## config.mk

```make
export PLATFORM = sky130hd
export DESIGN_NAME = mem_access_sequencer
export DESIGN_NICKNAME = d
export VERILOG_FILES = /design/src/rtl/mem_seq_pkg.sv /design/src/rtl/mem_access_sequencer_arb.sv /design/src/rtl/mem_access_sequencer.sv
export SDC_FILE = /design/constraint.sdc
export NUM_CORES = 1
export LEC_CHECK = 0
export CAP_MARGIN = 20
export CELL_PAD_IN_SITES_DETAIL_PLACEMENT = 1
export CELL_PAD_IN_SITES_GLOBAL_PLACEMENT = 2
export CORE_MARGIN = 2
export CORE_UTILIZATION = 31
export DETAILED_ROUTE_END_ITERATION = 6
export PLACE_DENSITY_LB_ADDON = 0.08
export RECOVER_POWER = 100
export SYNTH_ARGS = -nofsm -noshare
export SYNTH_HDL_FRONTEND = slang
export SYNTH_HIERARCHICAL = 1
export SYNTH_SLANG_ARGS = --single-unit
```

## constraint.sdc

```tcl
create_clock -name clk -period 3.1 [get_ports clk]
set_input_delay 0.31 -clock clk [delete_from_list [all_inputs] [get_ports clk]]
set_output_delay 0.31 -clock clk [all_outputs]
set_load 0.01 [all_outputs]
```

## src/rtl/mem_seq_pkg.sv

```systemverilog
// Shared encodings for the IF/MEM byte-port sequencer.
// States, owner codes and request attribute values.
package mem_seq_pkg;

    typedef enum logic [1:0] {
        IDLE = 2'd0,
        BEAT = 2'd1,
        RESP = 2'd2
    } state_t;

    localparam logic OWN_IF    = 1'b0;
    localparam logic OWN_MEM   = 1'b1;

    localparam logic RW_READ   = 1'b0;
    localparam logic RW_WRITE  = 1'b1;

    localparam logic SIZE_BYTE = 1'b0;
    localparam logic SIZE_WORD = 1'b1;

endpackage

```

## src/rtl/mem_access_sequencer_arb.sv

```systemverilog
// Grant decision between IF and MEM with a bounded MEM streak
// so a waiting instruction fetch cannot be starved.
module mem_seq_arb
    import mem_seq_pkg::*;
#(
    parameter int MEM_STREAK = 2
) (
    input  logic clk,
    input  logic R,
    input  logic if_req,
    input  logic mem_req,
    input  logic idle,
    output logic grant_valid,
    output logic grant_owner
);

    localparam int SW = (MEM_STREAK < 1) ? 1 : $clog2(MEM_STREAK + 1);

    logic [SW-1:0] r_streak;
    logic          w_mem_wins;

    assign w_mem_wins  = mem_req & (~if_req | (r_streak != SW'(MEM_STREAK)));
    assign grant_valid = idle & (if_req | mem_req);
    assign grant_owner = w_mem_wins ? OWN_MEM : OWN_IF;

    always_ff @(posedge clk) begin
        if (!R) begin
            r_streak <= '0;
        end else if (idle) begin
            if (!if_req)
                r_streak <= '0;
            else if (w_mem_wins)
                r_streak <= r_streak + 1'b1;
            else
                r_streak <= '0;
        end
    end

endmodule

```

## src/rtl/mem_access_sequencer.sv

```systemverilog
// Shares one byte-wide RAM port between IF and MEM, issuing each
// word as four big-endian byte beats and stalling until done.
module mem_access_sequencer
    import mem_seq_pkg::*;
#(
    parameter int ADDR_W     = 8,
    parameter int MEM_STREAK = 2
) (
    input  logic              clk,
    input  logic              R,
    input  logic              if_req,
    input  logic [ADDR_W-1:0] if_addr,
    output logic [31:0]       if_rdata,
    output logic              if_done,
    input  logic              mem_req,
    input  logic              mem_rw,
    input  logic              mem_size,
    input  logic [ADDR_W-1:0] mem_addr,
    input  logic [31:0]       mem_wdata,
    output logic [31:0]       mem_rdata,
    output logic              mem_done,
    output logic              stall,
    output logic              ram_e,
    output logic              ram_rw,
    output logic [ADDR_W-1:0] ram_a,
    output logic [7:0]        ram_di,
    input  logic [7:0]        ram_do
);

    state_t            r_state;
    state_t            w_next;
    logic              r_owner;
    logic              r_rw;
    logic              r_size;
    logic [ADDR_W-1:0] r_base;
    logic [1:0]        r_cnt;
    logic [1:0]        r_last;
    logic [31:0]       r_wdata;
    logic [31:0]       r_rbuf;
    logic [31:0]       r_if_rdata;
    logic [31:0]       r_mem_rdata;

    logic              w_idle;
    logic              w_grant_valid;
    logic              w_grant_owner;
    logic [7:0]        w_wlane;
    logic [31:0]       w_merged;
    logic [31:0]       w_resp;
    logic              w_last_beat;

    assign w_idle      = (r_state == IDLE);
    assign w_last_beat = (r_cnt == r_last);

    mem_seq_arb #(
        .MEM_STREAK(MEM_STREAK)
    ) u_arb (
        .clk        (clk),
        .R          (R),
        .if_req     (if_req),
        .mem_req    (mem_req),
        .idle       (w_idle),
        .grant_valid(w_grant_valid),
        .grant_owner(w_grant_owner)
    );

    // Lane i of the word sits at bits [31-8i : 24-8i]
    always_comb begin
        w_wlane  = r_wdata[31:24];
        w_merged = r_rbuf;
        unique case (r_cnt)
            2'd0: begin
                w_wlane         = r_wdata[31:24];
                w_merged[31:24] = ram_do;
            end
            2'd1: begin
                w_wlane         = r_wdata[23:16];
                w_merged[23:16] = ram_do;
            end
            2'd2: begin
                w_wlane         = r_wdata[15:8];
                w_merged[15:8]  = ram_do;
            end
            default: begin
                w_wlane         = r_wdata[7:0];
                w_merged[7:0]   = ram_do;
            end
        endcase
    end

    always_comb begin
        w_resp = '0;
        if (r_rw == RW_READ)
            w_resp = (r_size == SIZE_WORD) ? w_merged : {24'b0, ram_do};
    end

    always_comb begin
        w_next = r_state;
        unique case (r_state)
            IDLE:    if (w_grant_valid) w_next = BEAT;
            BEAT:    if (w_last_beat) w_next = RESP;
            RESP:    w_next = IDLE;
            default: w_next = IDLE;
        endcase
    end

    always_comb begin
        ram_e  = 1'b0;
        ram_rw = 1'b0;
        ram_a  = '0;
        ram_di = '0;
        if (r_state == BEAT) begin
            ram_e  = 1'b1;
            ram_rw = r_rw;
            ram_a  = r_base + ADDR_W'(r_cnt);
            ram_di = (r_size == SIZE_WORD) ? w_wlane : r_wdata[7:0];
        end
    end

    always_ff @(posedge clk) begin
        if (!R) begin
            r_state     <= IDLE;
            r_owner     <= OWN_IF;
            r_rw        <= RW_READ;
            r_size      <= SIZE_BYTE;
            r_base      <= '0;
            r_cnt       <= '0;
            r_last      <= '0;
            r_wdata     <= '0;
            r_rbuf      <= '0;
            r_if_rdata  <= '0;
            r_mem_rdata <= '0;
        end else begin
            r_state <= w_next;
            unique case (r_state)
                IDLE: begin
                    if (w_grant_valid) begin
                        r_owner <= w_grant_owner;
                        r_cnt   <= '0;
                        r_rbuf  <= '0;
                        if (w_grant_owner == OWN_MEM) begin
                            r_base  <= mem_addr;
                            r_rw    <= mem_rw;
                            r_size  <= mem_size;
                            r_wdata <= mem_wdata;
                            r_last  <= mem_size ? 2'd3 : 2'd0;
                        end else begin
                            r_base  <= if_addr;
                            r_rw    <= RW_READ;
                            r_size  <= SIZE_WORD;
                            r_wdata <= '0;
                            r_last  <= 2'd3;
                        end
                    end
                end
                BEAT: begin
                    r_rbuf <= w_merged;
                    if (w_last_beat) begin
                        if (r_owner == OWN_IF)
                            r_if_rdata <= w_resp;
                        else
                            r_mem_rdata <= w_resp;
                    end else begin
                        r_cnt <= r_cnt + 2'd1;
                    end
                end
                default: ;
            endcase
        end
    end

    assign if_done   = (r_state == RESP) & (r_owner == OWN_IF);
    assign mem_done  = (r_state == RESP) & (r_owner == OWN_MEM);
    assign if_rdata  = r_if_rdata;
    assign mem_rdata = r_mem_rdata;
    assign stall     = (if_req & ~if_done) | (mem_req & ~mem_done);

endmodule
```

### After elaboration in Yosys (flattened, before gate mapping)

Index checks and enable logic that the tools add are counted.

| storage, ports and cells | value |
|---|---|
| bits of input ports | 62 |
| register bits after elaboration | 147 |

| cells by class | value |
|---|---|
| bitwise operators | 13 |
| multiplexer cells | 29 |
| add/subtract/negate cells | 3 |
| equality and inequality tests | 9 |
| reduce and logical (&&, ||, !) cells | 10 |

Operators by type and width:

| cell | count |
|---|---|
| 32-bit two-way mux | 4 |
| 8-bit two-way mux | 8 |
| 32-bit one-hot mux with 2 select lines | 1 |
| 8-bit one-hot mux with 3 select lines | 1 |
| 2-bit two-way mux | 8 |
| 3-bit AND reduction | 3 |
| 8-bit by 2-bit adder with 8-bit output | 1 |
| 2-bit inequality test, second input constant | 4 |
| 2-bit one-hot mux with 2 select lines | 2 |
| 1-bit bitwise AND | 6 |
| 2-bit AND reduction | 3 |
| 1-bit two-way mux | 5 |
| 2-bit by 1-bit adder with 2-bit output, second input constant | 2 |
| 2-bit by 1-bit == test with 1-bit output, second input constant | 2 |
| 2-bit == test, second input constant | 2 |
| 2-bit logical NOT | 2 |
| 1-bit inverter | 4 |
| 1-bit bitwise OR | 3 |
| 3-bit OR reduction | 1 |
| 2-bit == test | 1 |
| 2-bit nonzero test | 1 |

### Depth between registers and ports, before layout

| depth | value |
|---|---|
| word-level depth | 5 |
| mapped depth | 8 |
| mapped depth without buffers | 6 |

### By module

Netlist, hierarchy kept.

By module, submodules not included:

| module | cells an instance | area each (sq um) | seq. area each (sq um) | instances |
|---|---|---|---|---|
| mem_access_sequencer | 747 | 6,155.9 | 2,862.7 | 1 |
| mem_seq_arb | 13 | 118.9 | 40.0 | 1 |

### Least setup slack after synthesis

No wires, ideal clock.

| path | value |
|---|---|
| kind | reg-to-output |
| start | reg r_cnt[1] |
| end | out ram_di[7] |
| arrival | 1,719 ps |
| path slack | 1,071 ps |
| stages on the path, launching flop included | 7 |
| data required time | 2,790 ps |
| path buffers | 2 |
| path through | dfxtp_1 > inv_1 > ha_1 > clkbuf_1 > buf_2 > a222oi_1 > a211oi_1 |

| on the way | value |
|---|---|
| longest elaborated chain between the ends | 4 |
| elaborated cells between the ends (all ways) | 6 |
| classes of those cells | eq/ne (2); mux (3); reduce/logical (1) |

RTL lines:

| item | line | source |
|---|---|---|
| start: declaration | mem_access_sequencer.sv:36 | `logic [1:0] r_cnt;` |
| start signal: assignment | mem_access_sequencer.sv:163 | `r_cnt <= r_cnt + 2'd1;` |
| 2-bit == test (tied with other cells) | mem_access_sequencer.sv:70 | `unique case (r_cnt)` |
| 8-bit one-hot mux with 3 select lines * | mem_access_sequencer.sv:70 |  |
| 8-bit two-way mux * | mem_access_sequencer.sv:115 | `ram_di = (r_size == SIZE_WORD) ? w_wlane : r_wdata[7:0];` |
| 8-bit two-way mux * | mem_access_sequencer.sv:111 | `if (r_state == BEAT) begin` |
| end: declaration | mem_access_sequencer.sv:26 | `output logic [7:0] ram_di,` |

Mark *: on every way between the ends. The rest lies on a longest branch, timed or not.

### Worst setup path after layout

| path | value |
|---|---|
| start | reg r_cnt[0] |
| end | out ram_di[2] |

The elaborated chain is that of the path after synthesis.

==> summary.md <==
| Metric | Value |
|---|---|
| Status | finished clean |
| Hold_ws | 0.316 ns |
| GRT Residual Overflow | 0 |
| First-pass GRT wire length | 31200 microns |
| CP Cell Sequence | inv_1, ha_1, a222oi_1, a211oi_1, dlygate4sd3_1 |
| # Max-Cap Violations | 0 |
| Largest net degree at the start of global routing | 131 |
| Syn Area/Cell | 8.26 sq um |
| Worst-Skew Late Latency | 0.42 ns |
| Final setup TNS | 0 ns |
| Utilization after layout | 0.424 |
| CP max-delay cell | dlygate4sd3_1 |
| Routed len/inst | 16.5 microns |
| Netlist cell types | 40 |
| Num rows | 52 |
| Non-Filler Instances | 1159 |
| Vias in the first global route | 6062 |
| Yosys reg bits | 145 |
| Final setup vio count | 0 |
| Fmax | 0.345 GHz |
| Worst Skew | 0.00537 ns |
| Min cycle time layout | 2.90 ns |
| # Post-CTS Setup Buffers | 0 |
| Post-placement cell area | 0.00794 sq mm |
| DP Cell Count | 1128 |
| DRC violations left | 0 |
| PD cells | 612 mW/mm^2 |
| RePlAce Congestion | 0.805 |
| Critical Path Max Stage Delay | 0.63 ns |
| CTS clk-pin slew, worst paths | 0.06 ns |
| Dpl hpwl | 13300 microns |
| Drt via density | 4.96 |
| Crit end category | output pin |
| Share of the synthesized area in the top cell type | 0.463 |
| Iteration-0 DRC Markers | 275 |
| Area contributors post-synth | dfxtp_1 46%, nand2_1 12%, mux2i_1 5.1%, o21ai_0 4.8%, a21boi_0 4.2% |
| Filler cells | 2398 |
| Post-synthesis cell count | 760 |
| Synth Net Count | 830 |
| CP Max Fanout | 9 |
| CTS buffer count | 17 |
| Die Span Y | 146 microns |
| Die area | 0.0214 sq mm |
| Gr usage total | 0.181 |
| Setup ws final | 0.201 ns |
| Final-report max-slew violation count | 0 |
| Post-Route WL | 19200 microns |
| Slew Limit Headroom | 0.0785 |
| Ports | 147 |
| Initial antenna violation count | 0 |
| Area growth from synthesis to layout | 35.5% |
| Area occupied by multi-input gates | 0.00309 sq mm |
| Crit start category | flip-flop |
| Netlist Area Pre-Place | 0.00627 sq mm |
| Crit path required time | 2.79 ns |
| H-tree Lvls | 4 |
| Most frequent cells in the layout | 194 x nand2_1, 143 x dfxtp_1, 76 x dlygate4sd3_1 |
| Final-report hold violation count | 0 |
| Final std cell area, no fill | 0.00850 sq mm |
| Leading area contributor after synthesis | dfxtp_1 |
| Die width | 146 microns |
| Leakage | 3.23 nW |
| Vias after detailed routing | 5744 |
| Synth warn | 6 |
| Clock Root Buffer | clkbuf_16 |
| CTS tree | done |
| Worst EP arrival | 2.59 ns |
| Clock Sinks | 145 |
| Total power | 5.20 mW |
| IO buf count | 146 |
| Initial Util | 0.313 |
| Sequential-to-total area share from yosys stat | 0.463 |
| Worst VDD drop | 336 uV |
| RSZ-0062 raised after global routing | false |
| Diode count | 0 |
| Number of antenna-violating nets in the routed design | 0 |
| Worst min path class | in -> reg |
| FF+latch area | 0.00291 sq mm |
| Layout cells sized above 1 | 0.0630 |
| CP Class | reg -> out |
| Worst-margin pin slew | 1.38 ns |
| Post-place setup slack | 0.491 ns |
| Final #Nets | 947 |
| Router iterations before antenna repair | 5 |
| Fin crit share | 0.935 |
| Core Box Area | 0.0200 sq mm |
| CTS max path bufs | 2 |
| Commonest non-fill, non-tap cell in the layout | nand2_1 |
==> metal layers <==
| layer | vias to the layer above | global-route usage | share of wire |
|---|---|---|---|
| met3 | 17 | 0.0431 | 0.050 |
| met1 | 2761 | 0.214 | 0.43 |
| met2 | 120 | 0.328 | 0.51 |
| li1 | 2846 | - | - |
| met5 | - | 0 | 0 |
| met4 | 0 | 0.0500 | 0.0094 |
==> cell usage after synthesis, drive strengths merged <==
cell / n
o21a: 2
clkinv: 1
buf: 17
a22oi: 9
and2: 3
o211a: 9
nor2b: 12
fa: 1
and3b: 1
xor2: 4
clkbuf: 43
mux2: 8
xnor2: 2
a31oi: 1
o21ai: 66
o22ai: 25
o32ai: 1
a211oi: 10
nand3b: 7
nand3: 52
inv: 6
mux2i: 32
maj3: 1
a21oi: 1
a21boi: 35
dfxtp: 145
nor2: 48
ha: 7
a222oi: 8
nand2b: 1
or3: 1
nand2: 194
and3: 2
nor3b: 3
nand4b: 2
==> cell families after synthesis <==
| kind of cell | Yosys count | share of synthesized area |
|---|---|---|
| xor gates and xnor gates | 6 | 0.00837 |
| muxes | 40 | 0.0654 |
| adders and majority gates | 9 | 0.0187 |
| DFF | 145 | 0.463 |
| buffers and inverters | 67 | 0.0439 |
| AOI/OAI and AO/OA | 167 | 0.179 |
| and+or+nand+nor | 326 | 0.222 |
==> critical path, delay by kind of cell, from the launching register on <==
family	cells	cell delay [ns]
AOI/OAI and AO/OA	2	0.66
buffers and inverters	2	0.74
adders and majority gates	1	0.37
DFF	1	0.41
==> final cells by class <==
class	count	area share
Multi-Input combinational cell	548	0.364
Timing Repair Buffer	158	0.181
Inverter	7	0.00309
Clock buffer	19	0.0521
Sequential cell	145	0.342
Tap cell	270	0.0397
Clock inverter	12	0.0188
==> path summary, 6_finish.rpt <==
path / endpoint / from / cells past startpoint / slack [ns]
min reg2reg: mem_rdata[15]$_SDFFE_PN0P_ / mem_rdata[15]$_SDFFE_PN0P_ / 2 / 0.45
max reg2reg: r_wdata[7]$_SDFFE_PN0P_ / r_state[0]$_SDFFE_PN0P_ / 6 / 0.38
max: ram_di[2] / r_cnt[0]$_SDFFE_PN0P_ / 5 / 0.20
min: if_rdata[6]$_SDFFE_PN0P_ / R / 3 / 0.32
==> registers in the layout, summed over array words and instances, names as in the netlist, 2 cells and up <==
name and cells:
r_state 2, r_rbuf 32, mem_rdata 32, u_arb/r_streak 2
r_cnt 2, r_wdata 32, if_rdata 32, r_base 8
==> power by group <==
group / leakage (nW) / internal (mW) / total (mW) / switching, mW
Combinational: 1.77 / 0.386 / 1.02 / 0.637
Clock: 0.282 / 1.29 / 2.10 / 0.814
Sequential: 1.18 / 1.98 / 2.08 / 0.0932
==> repair_timing <==
| action | CTS | global route |
|---|---|---|
| hold endpoints to repair | 0 | 0 |
| setup endpoints to repair | 0 | 6 |
| resized for setup | 0 | 3 |
| hold buffers | 0 | 0 |
Note: power is estimated with default switching activity, not from simulation.
